File: src/rtl/fetch_unit.sv
// Instruction-fetch stage: holds the PC, fetches over a req/ack memory port and
// presents the held instruction plus PC/PC+4 to decode until it retires.
module fetch_unit #(
    parameter int unsigned         ADDR_W   = 32,
    parameter logic [ADDR_W-1:0]   RESET_PC = '0
) (
    input  logic              i_clk,
    input  logic              i_reset,
    output logic              o_imem_req,
    output logic [ADDR_W-1:0] o_imem_addr,
    input  logic              i_imem_ack,
    input  logic [31:0]       i_imem_rdata,
    output logic [31:0]       o_instruction,
    output logic [ADDR_W-1:0] o_pc,
    output logic [ADDR_W-1:0] o_pc_four,
    output logic              o_insn_valid,
    input  logic              i_insn_ready,
    input  logic              i_pc_sel,
    input  logic [ADDR_W-1:0] i_alu_data,
    input  logic              i_insn_vld,
    output logic              o_halt,
    output logic [31:0]       o_retire_cnt
);

    typedef enum logic [1:0] {
        S_REQ  = 2'd0,
        S_HOLD = 2'd1,
        S_HALT = 2'd2
    } state_t;

    state_t            state;
    logic [ADDR_W-1:0] pc;
    logic              rst_q;

    // rst_q keeps the request low for the cycle that follows a reset edge.
    always_ff @(posedge i_clk) begin
        rst_q <= i_reset;
        if (i_reset) begin
            state         <= S_REQ;
            pc            <= RESET_PC;
            o_instruction <= '0;
            o_retire_cnt  <= '0;
        end else begin
            case (state)
                S_REQ: begin
                    if (!rst_q && i_imem_ack) begin
                        o_instruction <= i_imem_rdata;
                        state         <= S_HOLD;
                    end
                end
                S_HOLD: begin
                    // An illegal instruction halts before any retire is considered.
                    if (!i_insn_vld) begin
                        state <= S_HALT;
                    end else if (i_insn_ready) begin
                        pc           <= i_pc_sel ? (i_alu_data & ~ADDR_W'(3))
                                                 : pc + ADDR_W'(4);
                        o_retire_cnt <= o_retire_cnt + 32'd1;
                        state        <= S_REQ;
                    end
                end
                S_HALT: begin
                    state <= S_HALT;
                end
                default: begin
                    state <= S_REQ;
                end
            endcase
        end
    end

    assign o_imem_req   = (state == S_REQ) && !rst_q;
    assign o_imem_addr  = pc;
    assign o_pc         = pc;
    assign o_pc_four    = pc + ADDR_W'(4);
    assign o_insn_valid = (state == S_HOLD);
    assign o_halt       = (state == S_HALT);

endmodule

File: config.mk
export PLATFORM = sky130hd
export DESIGN_NAME = fetch_unit
export DESIGN_NICKNAME = d
export VERILOG_FILES = /design/src/rtl/fetch_unit.sv
export SDC_FILE = /design/constraint.sdc
export NUM_CORES = 1
export LEC_CHECK = 0
export CAP_MARGIN = 20
export CELL_PAD_IN_SITES_DETAIL_PLACEMENT = 0
export CELL_PAD_IN_SITES_GLOBAL_PLACEMENT = 1
export CORE_MARGIN = 1
export CORE_UTILIZATION = 32
export DETAILED_ROUTE_END_ITERATION = 8
export PLACE_DENSITY_LB_ADDON = 0.12
export SYNTH_ARGS = -nofsm -noshare
export SYNTH_HDL_FRONTEND = slang
export SYNTH_SLANG_ARGS = --single-unit
File: constraint.sdc
create_clock -name i_clk -period 6.4 [get_ports i_clk]
set_input_delay 0.96 -clock i_clk [delete_from_list [all_inputs] [get_ports i_clk]]
set_output_delay 0.96 -clock i_clk [all_outputs]
set_load 0.03 [all_outputs]
==> results.toml, run 1 <==
[cells_and_area]
drive_above_1_share_pct = 3.811
finish.instance_area_um2 = 7855
layout.nets = 933
syn2layout_area_growth_pct = 45.90
diodes = 0

[sta]
fmax_mhz = 222.0
final.setup.tns_ns = 0
hold_viol_final = 0
slew_violations = 0
layout_setup_ws_ns = 1.896
tightest_slew_ns = 0.9708
fin_crit_ns = 4.504
slew_headroom_pct = 34.78
setup_viol = 0
rsz0062_at_grt = "false"
skew_ns = 0.008279
post-route-period-util_pct = 70.38

[floorplanning]
die_y_um = 131.7
die_area_um2 = 17350
io_pins = 233
initial_core_util_pct = 32.58
core_area_um2 = 16520
fp.dieW_um = 131.7
rows = 47

[clocking]
cts_made_buffers = 9
post-cts-setup-buffer-count = 0
cts_tree = "built"
cts_resized = 0
path_clk_slew_ns = 0.07
worstSkewPairLatency_ns = 0.35
clock-sinks = 97
cts_max_level = 3
cts_root_buffer = "clkbuf_16"
hold_buffers = 0
clk_path_buf_depth = 2

[global_routing]
grt_max_degree = 72
grtUsageTotal_pct = 20.36
grt_first_pass_wirelength_um = 28580
grt_pass1_vias = 5512
overflow = 0
antenna_found_initial = 0

[placed_design]
routabilityCongestion = 0.7868
hpwl_um = 12470
port-buffer-count = 224
pre_cts_ws_ns = 2.333
dpl_cell_area_um2 = 7481

[pwr]
power_density_nw_per_um2 = 182.3
ir_worst_vdd_mv = 0.1668
total_power_mw = 1.432
leakage_nw = 2.601

[outcome]
status = "finished clean"

[yosys]
synth_area_um2 = 5384
syn-instance-count = 700
synth_seq_cells = 97
async_flop_share_pct = 0
yosysSeqAreaShare_pct = 36.07
synth_warnings = 0
avgSynthCellArea_um2 = 7.691
synth_edf_count = 0
ys.flop_type = "dfxtp_1"
ys_types = 53

[worst_setup_path]
crit_arrival_ns = 3.54
rr_worst_depth = 5
reg2reg_to = "o_imem_addr[20]"
worstReg2RegStart = "o_imem_addr[3]"
timing_worst_setup_path_type = "reg2out"
r2r_slack_ns = 3.79
worst_setup_path_end_kind = "primary output"
worstPathMaxFanout = 8
critPathLaunchType = "flip-flop"
cp_data_required_time_ns = 5.44

[detailed_routing]
vias = 5760
wl_met1_um = 7795
post_drt_wl_per_cell_um = 16.57
first_pass_iters = 5
wl_met2_um = 8399
ant_nets = 0
wl_met3_um = 1456
drt-vias-per-instance = 5.304
drtIter0Drc = 368
drcViolationCount = 0
routed_wl_um = 17990
top_layer = "met4"

[worst_hold_path]
holdPathEnd = "o_instruction[28]"
min_from = "o_instruction[28]"
hp-class = "reg2reg"
whs_path_depth = 2

[job]
max_cap_viol_count = 0
==> state kept, by name (all words and copies together) (netlist names) <==
signal / flops
o_imem_addr: 30
o_instruction: 32
o_retire_cnt: 32
rst_q: 1
state: 2
==> power by group <==
group          internal (mW)  switching (mW)  leakage [nW]
clock                  0.345           0.255         0.153
sequential             0.617          0.0133         0.786
combinational         0.0922           0.109          1.66
total                   1.05           0.378          2.60
==> per-layer routing <==
layer / global-route usage (%) / up-vias
li1: - / 2806
met1: 25.62 / 2710
met2: 33.16 / 223
met3: 5.594 / 21
met4: 7.494 / 0
met5: 0 / -
==> per-stage QoR <==
step,cells,utilization [%],hold WS (ns)
floorplan,705,-,0.5823
global placement,1068,45.27,0.4416
detailed placement,1068,45.27,0.4491
CTS,1084,47.20,0.4597
global route,1086,47.54,0.4704
finish,1086,47.54,0.4552
==> placed cells by master (no fill, tap or decap), types with 8 or more instances in the layout <==
cell             instances
a31oi_1                 16
nand3_1                 31
nand2_1                116
o31ai_1                 17
dfxtp_1                 97
clkbuf_16                9
nor2_1                  29
xor2_1                  12
or3_1                   13
clkdlybuf4s50_1        222
and2_1                   8
xnor2_1                 24
and3_1                  13
and4_1                  12
nand4_1                 15
inv_1                   14
a21oi_1                 68
o21ai_0                 16
nor3_1                  24
or4_1                   14
==> critical path: stages, from the launching register on <==
cell,delay (ns)
dfxtp_1,0.53
ha_1,0.40
nand4_1,0.26
nor3_1,0.82
nand2_1,0.24
xnor2_1,0.23
clkdlybuf4s50_1,0.71
==> kinds of logic (layout without fill, tap and decap cells) <==
| group | count (synthesis) | after routing | synth area share, % |
|---|---|---|---|
| simple gates | 298 | 298 | 27.79 |
| compound gates | 165 | 165 | 19.80 |
| buf+inv | 99 | 260 | 9.551 |
| flops | 97 | 97 | 36.07 |
| xor+xnor | 36 | 36 | 5.856 |
| fa+ha+maj | 2 | 2 | 0.4647 |
| mux | 2 | 2 | 0.3951 |
| other cells | 1 | 6 | 0.06965 |
==> synth_stat cells (3+ instances only) <==
cell type    n  share of area (%)
a211o_1      4               0.65
a211oi_1     3               0.42
a21oi_1     68                6.3
a22o_1       3               0.49
a311o_1      4               0.74
a31o_2       3               0.49
a31oi_1     16                1.9
and2_1       8               0.93
and3_1      13                1.5
and4_1      12                2.0
buf_1        9               0.63
buf_4       36                5.0
clkbuf_1    39                2.7
dfxtp_1     97                 36
inv_1       14               0.98
nand2_1    116                8.1
nand3_1     31                2.9
nand4_1     15                1.7
nor2_1      29                2.0
nor2b_1      3               0.35
nor3_1      24                2.2
nor4_1       7               0.81
o211ai_1     7               0.98
o21ai_0     16                1.5
o311ai_0     6               0.98
o31ai_1     17                2.4
o41ai_1      7                1.1
or2_2        5               0.58
or3_1       13                1.5
or4_1       14                2.0
xnor2_1     24                3.9
xor2_1      12                2.0
==> cell type report <==
cell class / instances / area, um^2
fill: 1623 / 8670
clock inverter: 6 / 90.09
multi-input combinational: 509 / 2947
timing repair buffer: 230 / 2320
sequential: 97 / 1942
tap: 220 / 275.3
clock buffer: 10 / 229.0
inverter: 14 / 52.55
==> worst max path at each step <==
stage | start | cells after the start | endpoint | slack [ns]
3_5_place_dp | o_imem_addr[3] | 6 | o_pc_four[20] | 2.33
6_report | o_imem_addr[3] | 6 | o_pc_four[20] | 1.90
4_1_cts | o_imem_addr[3] | 6 | o_pc_four[20] | 1.93
2_1_floorplan | o_imem_addr[3] | 6 | o_pc_four[28] | 2.98
5_1_grt | o_imem_addr[3] | 6 | o_pc_four[20] | 1.62
3_3_place_gp | o_imem_addr[3] | 6 | o_pc_four[20] | 2.37
(Power assumes the default switching activity.)
==> run 2: changes to the inputs <==
- CORE_UTILIZATION: 32 -> 30
- clock period: 6.4 -> 4.6 ns (I/O delays scaled with it)
==> run 2 against run 1 <==
- die area up 6.6%
- flip-flop and latch count is the same
- combinational power increased by 40%
- non-clock buffer count is 2 higher
- clock power increased by 37%
- sequential power is 39% higher
==> results.toml, run 2 (synthesis gave the netlist of run 1 again) <==
[worst_hold_path]
hp-class = "reg2reg"

[detailed_routing]
post_drt_wl_per_cell_um = 16.70
drcViolationCount = 0
drtIter0Drc = 308
vias = 5760
ant_nets = 0
routed_wl_um = 18250
first_pass_iters = 5
drt-vias-per-instance = 5.270

[sta]
slew_violations = 0
fin_crit_ns = 4.010
setup_viol = 0
skew_ns = 0.009227
fmax_mhz = 249.4
hold_viol_final = 0
rsz0062_at_grt = "false"
slew_headroom_pct = 26.18
tightest_slew_ns = 1.107
post-route-period-util_pct = 87.17
final.setup.tns_ns = 0

[outcome]
status = "finished clean"

[global_routing]
overflow = 0
antenna_found_initial = 0
grt_first_pass_wirelength_um = 28240
grtUsageTotal_pct = 19.40
grt_pass1_vias = 5405
grt_max_degree = 98

[cells_and_area]
syn2layout_area_growth_pct = 46.29
diodes = 0
layout_commonest_cell = "clkdlybuf4s50_1"
layout.nets = 935
n_fill_cell = 1727
drive_above_1_share_pct = 4.263
final_cell_mix = "clkdlybuf4s50_1, nand2_1, dfxtp_1"
final_util_pct = 45.22

[worst_setup_path]
path_delay_family = "simple AND/OR/NAND/NOR gates"
worstPathMaxFanout = 14
timing_worst_setup_path_type = "reg2out"
cp_data_required_time_ns = 3.91
worst_setup_path_end_kind = "primary output"
crit_arrival_ns = 3.32
critPathLaunchType = "flip-flop"
slowest_stage = "nor3_1"
cp.buffers_inverters = 1
crit_chain = "nand4_1 -> nor3_1 -> and4_1 -> xor2_1 -> clkdlybuf4s50_1"
slowest_delay_ns = 0.86

[placed_design]
routabilityCongestion = 0.7956
port-buffer-count = 224
hpwl_um = 12710

[clocking]
cts_max_level = 3
path_clk_slew_ns = 0.08
post-cts-setup-buffer-count = 0
cts_resized = 0
hold_buffers = 0
cts_made_buffers = 9
worstSkewPairLatency_ns = 0.35
cts_root_buffer = "clkbuf_16"
clk_path_buf_depth = 2
cts_tree = "built"
clock-sinks = 97

[floorplanning]
core_area_um2 = 17420
rows = 48
die_y_um = 136.0
initial_core_util_pct = 30.91
die_area_um2 = 18490
io_pins = 233
fp.dieW_um = 136.0

[pwr]
leakage_nw = 2.616
ir_worst_vdd_mv = 0.1495
total_power_mw = 1.980
power_density_nw_per_um2 = 251.4

[job]
max_cap_viol_count = 0
==> run 2: layout make-up <==
class	instances	area [um^2]	share of cell area [%]
Sequential cell	97	1942	24.65
Tap cell	225	281.5	3.574
Timing Repair Buffer	232	2332	29.61
Multi-Input combinational cell	509	2948	37.43
Clock buffer	11	252.7	3.209
Inverter	14	52.55	0.6672
Clock inverter	5	67.56	0.8578
==> run 2: power breakdown <==
| part | leakage [nW] | internal, mW | switching, mW |
|---|---|---|---|
| Sequential | 0.786 | 0.859 | 0.0188 |
| Clock | 0.159 | 0.461 | 0.361 |
| Combinational | 1.67 | 0.128 | 0.153 |
| Total | 2.62 | 1.45 | 0.533 |
==> run 2: final timing paths <==
check / from / depth (start not counted) / slack [ns] / end
max reg2reg: o_imem_addr[4] / 4 / 2.30 / o_imem_addr[29]
min: o_instruction[2] / 2 / 0.46 / o_instruction[2]
max: o_imem_addr[4] / 5 / 0.59 / o_pc_four[29]
min reg2reg: o_instruction[2] / 2 / 0.46 / o_instruction[2]
==> run 2: metal layers <==
layer | GRT usage [%] | share of wire (%)
met1 | 24.16 | 42
met2 | 31.60 | 47
met3 | 5.966 | 9.4
met4 | 6.543 | 1.6
met5 | 0 | 0
==> run 2: worst register-to-register path, stage by stage, from the launching register on <==
cell and delay, ns:
dfxtp_1 0.63, nand4_1 0.29, nor3_1 0.86, and4_1 0.34
a211o_1 0.13
==> run 2: per-stage QoR <==
| stage | instances | setup WS, ns | instance area [um^2] | hold WS, ns |
|---|---|---|---|---|
| 6_report | 1093 | 0.5903 | 7876 | 0.4556 |
| 4_1_cts | 1091 | 0.6330 | 7824 | 0.4575 |
| 5_1_grt | 1093 | 0.4096 | 7876 | 0.4762 |
| 3_3_place_gp | 1075 | 1.066 | 7503 | 0.4417 |
| 2_1_floorplan | 705 | 1.446 | 5403 | 0.5823 |
| 3_5_place_dp | 1075 | 1.022 | 7503 | 0.4484 |
==> run 3: changes to the inputs <==
- CAP_MARGIN: 20 -> default
- PLACE_DENSITY: default -> 0.92
- PLACE_DENSITY_LB_ADDON: 0.12 -> default
==> run 3 against run 2 <==
- sequential share of layout area up 0.086 points
- hold slack got worse by 0.0026 ns
- clock skew about the same
- combinational power down 3%
- clock-buffer cell count is 2 lower
- highest routed layer unchanged
==> results.toml, run 3 (synthesis gave the netlist of run 1 again) <==
[outcome]
status = "finished clean"

[cells_and_area]
register_area_um2 = 1942
stdcell_count = 1091
diodes = 0
syn2layout_area_growth_pct = 45.78
n_fill_cell = 1752
layout.nets = 934
multi_input_area_um2 = 2948
layout_commonest_cell = "clkdlybuf4s50_1"
drive_above_1_share_pct = 4.042
final_cell_mix = "clkdlybuf4s50_1, nand2_1, dfxtp_1"

[detailed_routing]
drcViolationCount = 0
post_drt_wl_per_cell_um = 15.89
wl_met2_um = 8036
first_pass_iters = 5
wl_met1_um = 7523
drtIter0Drc = 290
ant_nets = 0
top_layer = "met4"
drt-vias-per-instance = 5.300
routed_wl_um = 17340
vias = 5782
wl_met3_um = 1495

[worst_setup_path]
worstPathMaxFanout = 8
crit_chain = "ha_1 -> nand4_1 -> nor2_1 -> nand3_1 -> xnor2_1 -> clkdlybuf4s50_1"
slowest_delay_ns = 0.68
timing_worst_setup_path_type = "reg2out"
critPathLaunchType = "flip-flop"
worst_setup_path_end_kind = "primary output"
crit_arrival_ns = 3.05
rr_worst_depth = 4
cp_data_required_time_ns = 3.91
slowest_stage = "clkdlybuf4s50_1"

[floorplanning]
rows = 48
fp.dieW_um = 136.0
die_y_um = 136.0
io_pins = 233
initial_core_util_pct = 30.91
core_area_um2 = 17420
die_area_um2 = 18490

[sta]
fin_crit_ns = 3.737
final.setup.tns_ns = 0
tightest_slew_ns = 1.133
fmax_mhz = 267.6
post-route-period-util_pct = 81.24
rsz0062_at_grt = "false"
skew_ns = 0.008921
hold_viol_final = 0
slew_headroom_pct = 24.44
setup_viol = 0
slew_violations = 0

[clocking]
post-cts-setup-buffer-count = 0
path_clk_slew_ns = 0.07
cts_root_buffer = "clkbuf_16"
worstSkewPairLatency_ns = 0.34
cts_max_level = 3
hold_buffers = 0
clk_path_buf_depth = 2
cts_made_buffers = 9
clock-sinks = 97
cts_tree = "built"
cts_resized = 0

[global_routing]
grtUsageTotal_pct = 18.65
overflow = 0
antenna_found_initial = 0
grt_pass1_vias = 5161
grt_first_pass_wirelength_um = 27340
grt_max_degree = 71

[placed_design]
routabilityCongestion = 0.7965
port-buffer-count = 224
dp_cells = 1076
hpwl_um = 12050

[pwr]
ir_worst_vdd_mv = 0.1758
power_density_nw_per_um2 = 257.8
leakage_nw = 2.604
total_power_mw = 2.023

[job]
max_cap_viol_count = 0

[worst_hold_path]
hp-class = "reg2reg"
whs_path_depth = 2
run 3: changes by cell type in the layout (fill, tap and decap cells not counted):
cell       previous run  this run
bufinv_16             1         3
clkbuf_8              2         0
buf_16                1         0
buf_4                 7         8
clkbuf_16            10         9
clkinv_2              0         1
clkinv_4              1         0
inv_8                 1         0
run 3: critical path: cells and delay by family, from the launching register on:
family	cells	cell delay, ns
buffers and inverters	1	0.68
XOR/XNOR	1	0.16
AND/OR/NAND/NOR	3	0.95
flip-flops	1	0.50
adder cells (fa/ha/maj)	1	0.40
run 3: report_power, final:
part / total (mW) / switching, mW / internal [mW]
clock: 0.873 / 0.341 / 0.532
sequential: 0.877 / 0.0185 / 0.859
combinational: 0.273 / 0.150 / 0.123
run 3: area by class of cell:
type                    instances  share of cell area (%)
multi-input cells             509                   37.56
repair buffers                231                   29.14
flip-flops and latches         97                   24.74
well taps                     225                   3.587
clock buffers                   9                   2.869
clock inverters                 6                   1.435
inverters                      14                  0.6695
run 3: through the flow:
| stage | hold slack [ns] | util [%] | worst slack [ns] | cell area [um^2] |
|---|---|---|---|---|
| 6_report | 0.4530 | 45.06 | 0.8630 | 7849 |
| 3_3_place_gp | 0.4408 | 43.13 | 1.298 | 7511 |
| 3_5_place_dp | 0.4461 | 43.13 | 1.230 | 7511 |
| 2_1_floorplan | 0.5823 | - | 1.446 | 5403 |
| 5_1_grt | 0.4723 | 45.06 | 0.6583 | 7849 |
| 4_1_cts | 0.4558 | 45.06 | 0.8386 | 7849 |
run 3: metal layers:
| layer | vias up | global-route usage [%] |
|---|---|---|
| met5 | - | 0 |
| li1 | 2805 | - |
| met1 | 2736 | 23.80 |
| met4 | 0 | 5.988 |
| met2 | 227 | 29.76 |
| met3 | 14 | 5.779 |
run 3: final timing paths:
check / from / endpoint / slack (ns)
worst max-delay path: o_imem_addr[3] / o_pc_four[26] / 0.86
worst min-delay path: o_instruction[24] / o_instruction[24] / 0.45
worst max register to register: state[1] / o_instruction[2] / 2.31
worst min register to register: o_instruction[24] / o_instruction[24] / 0.45
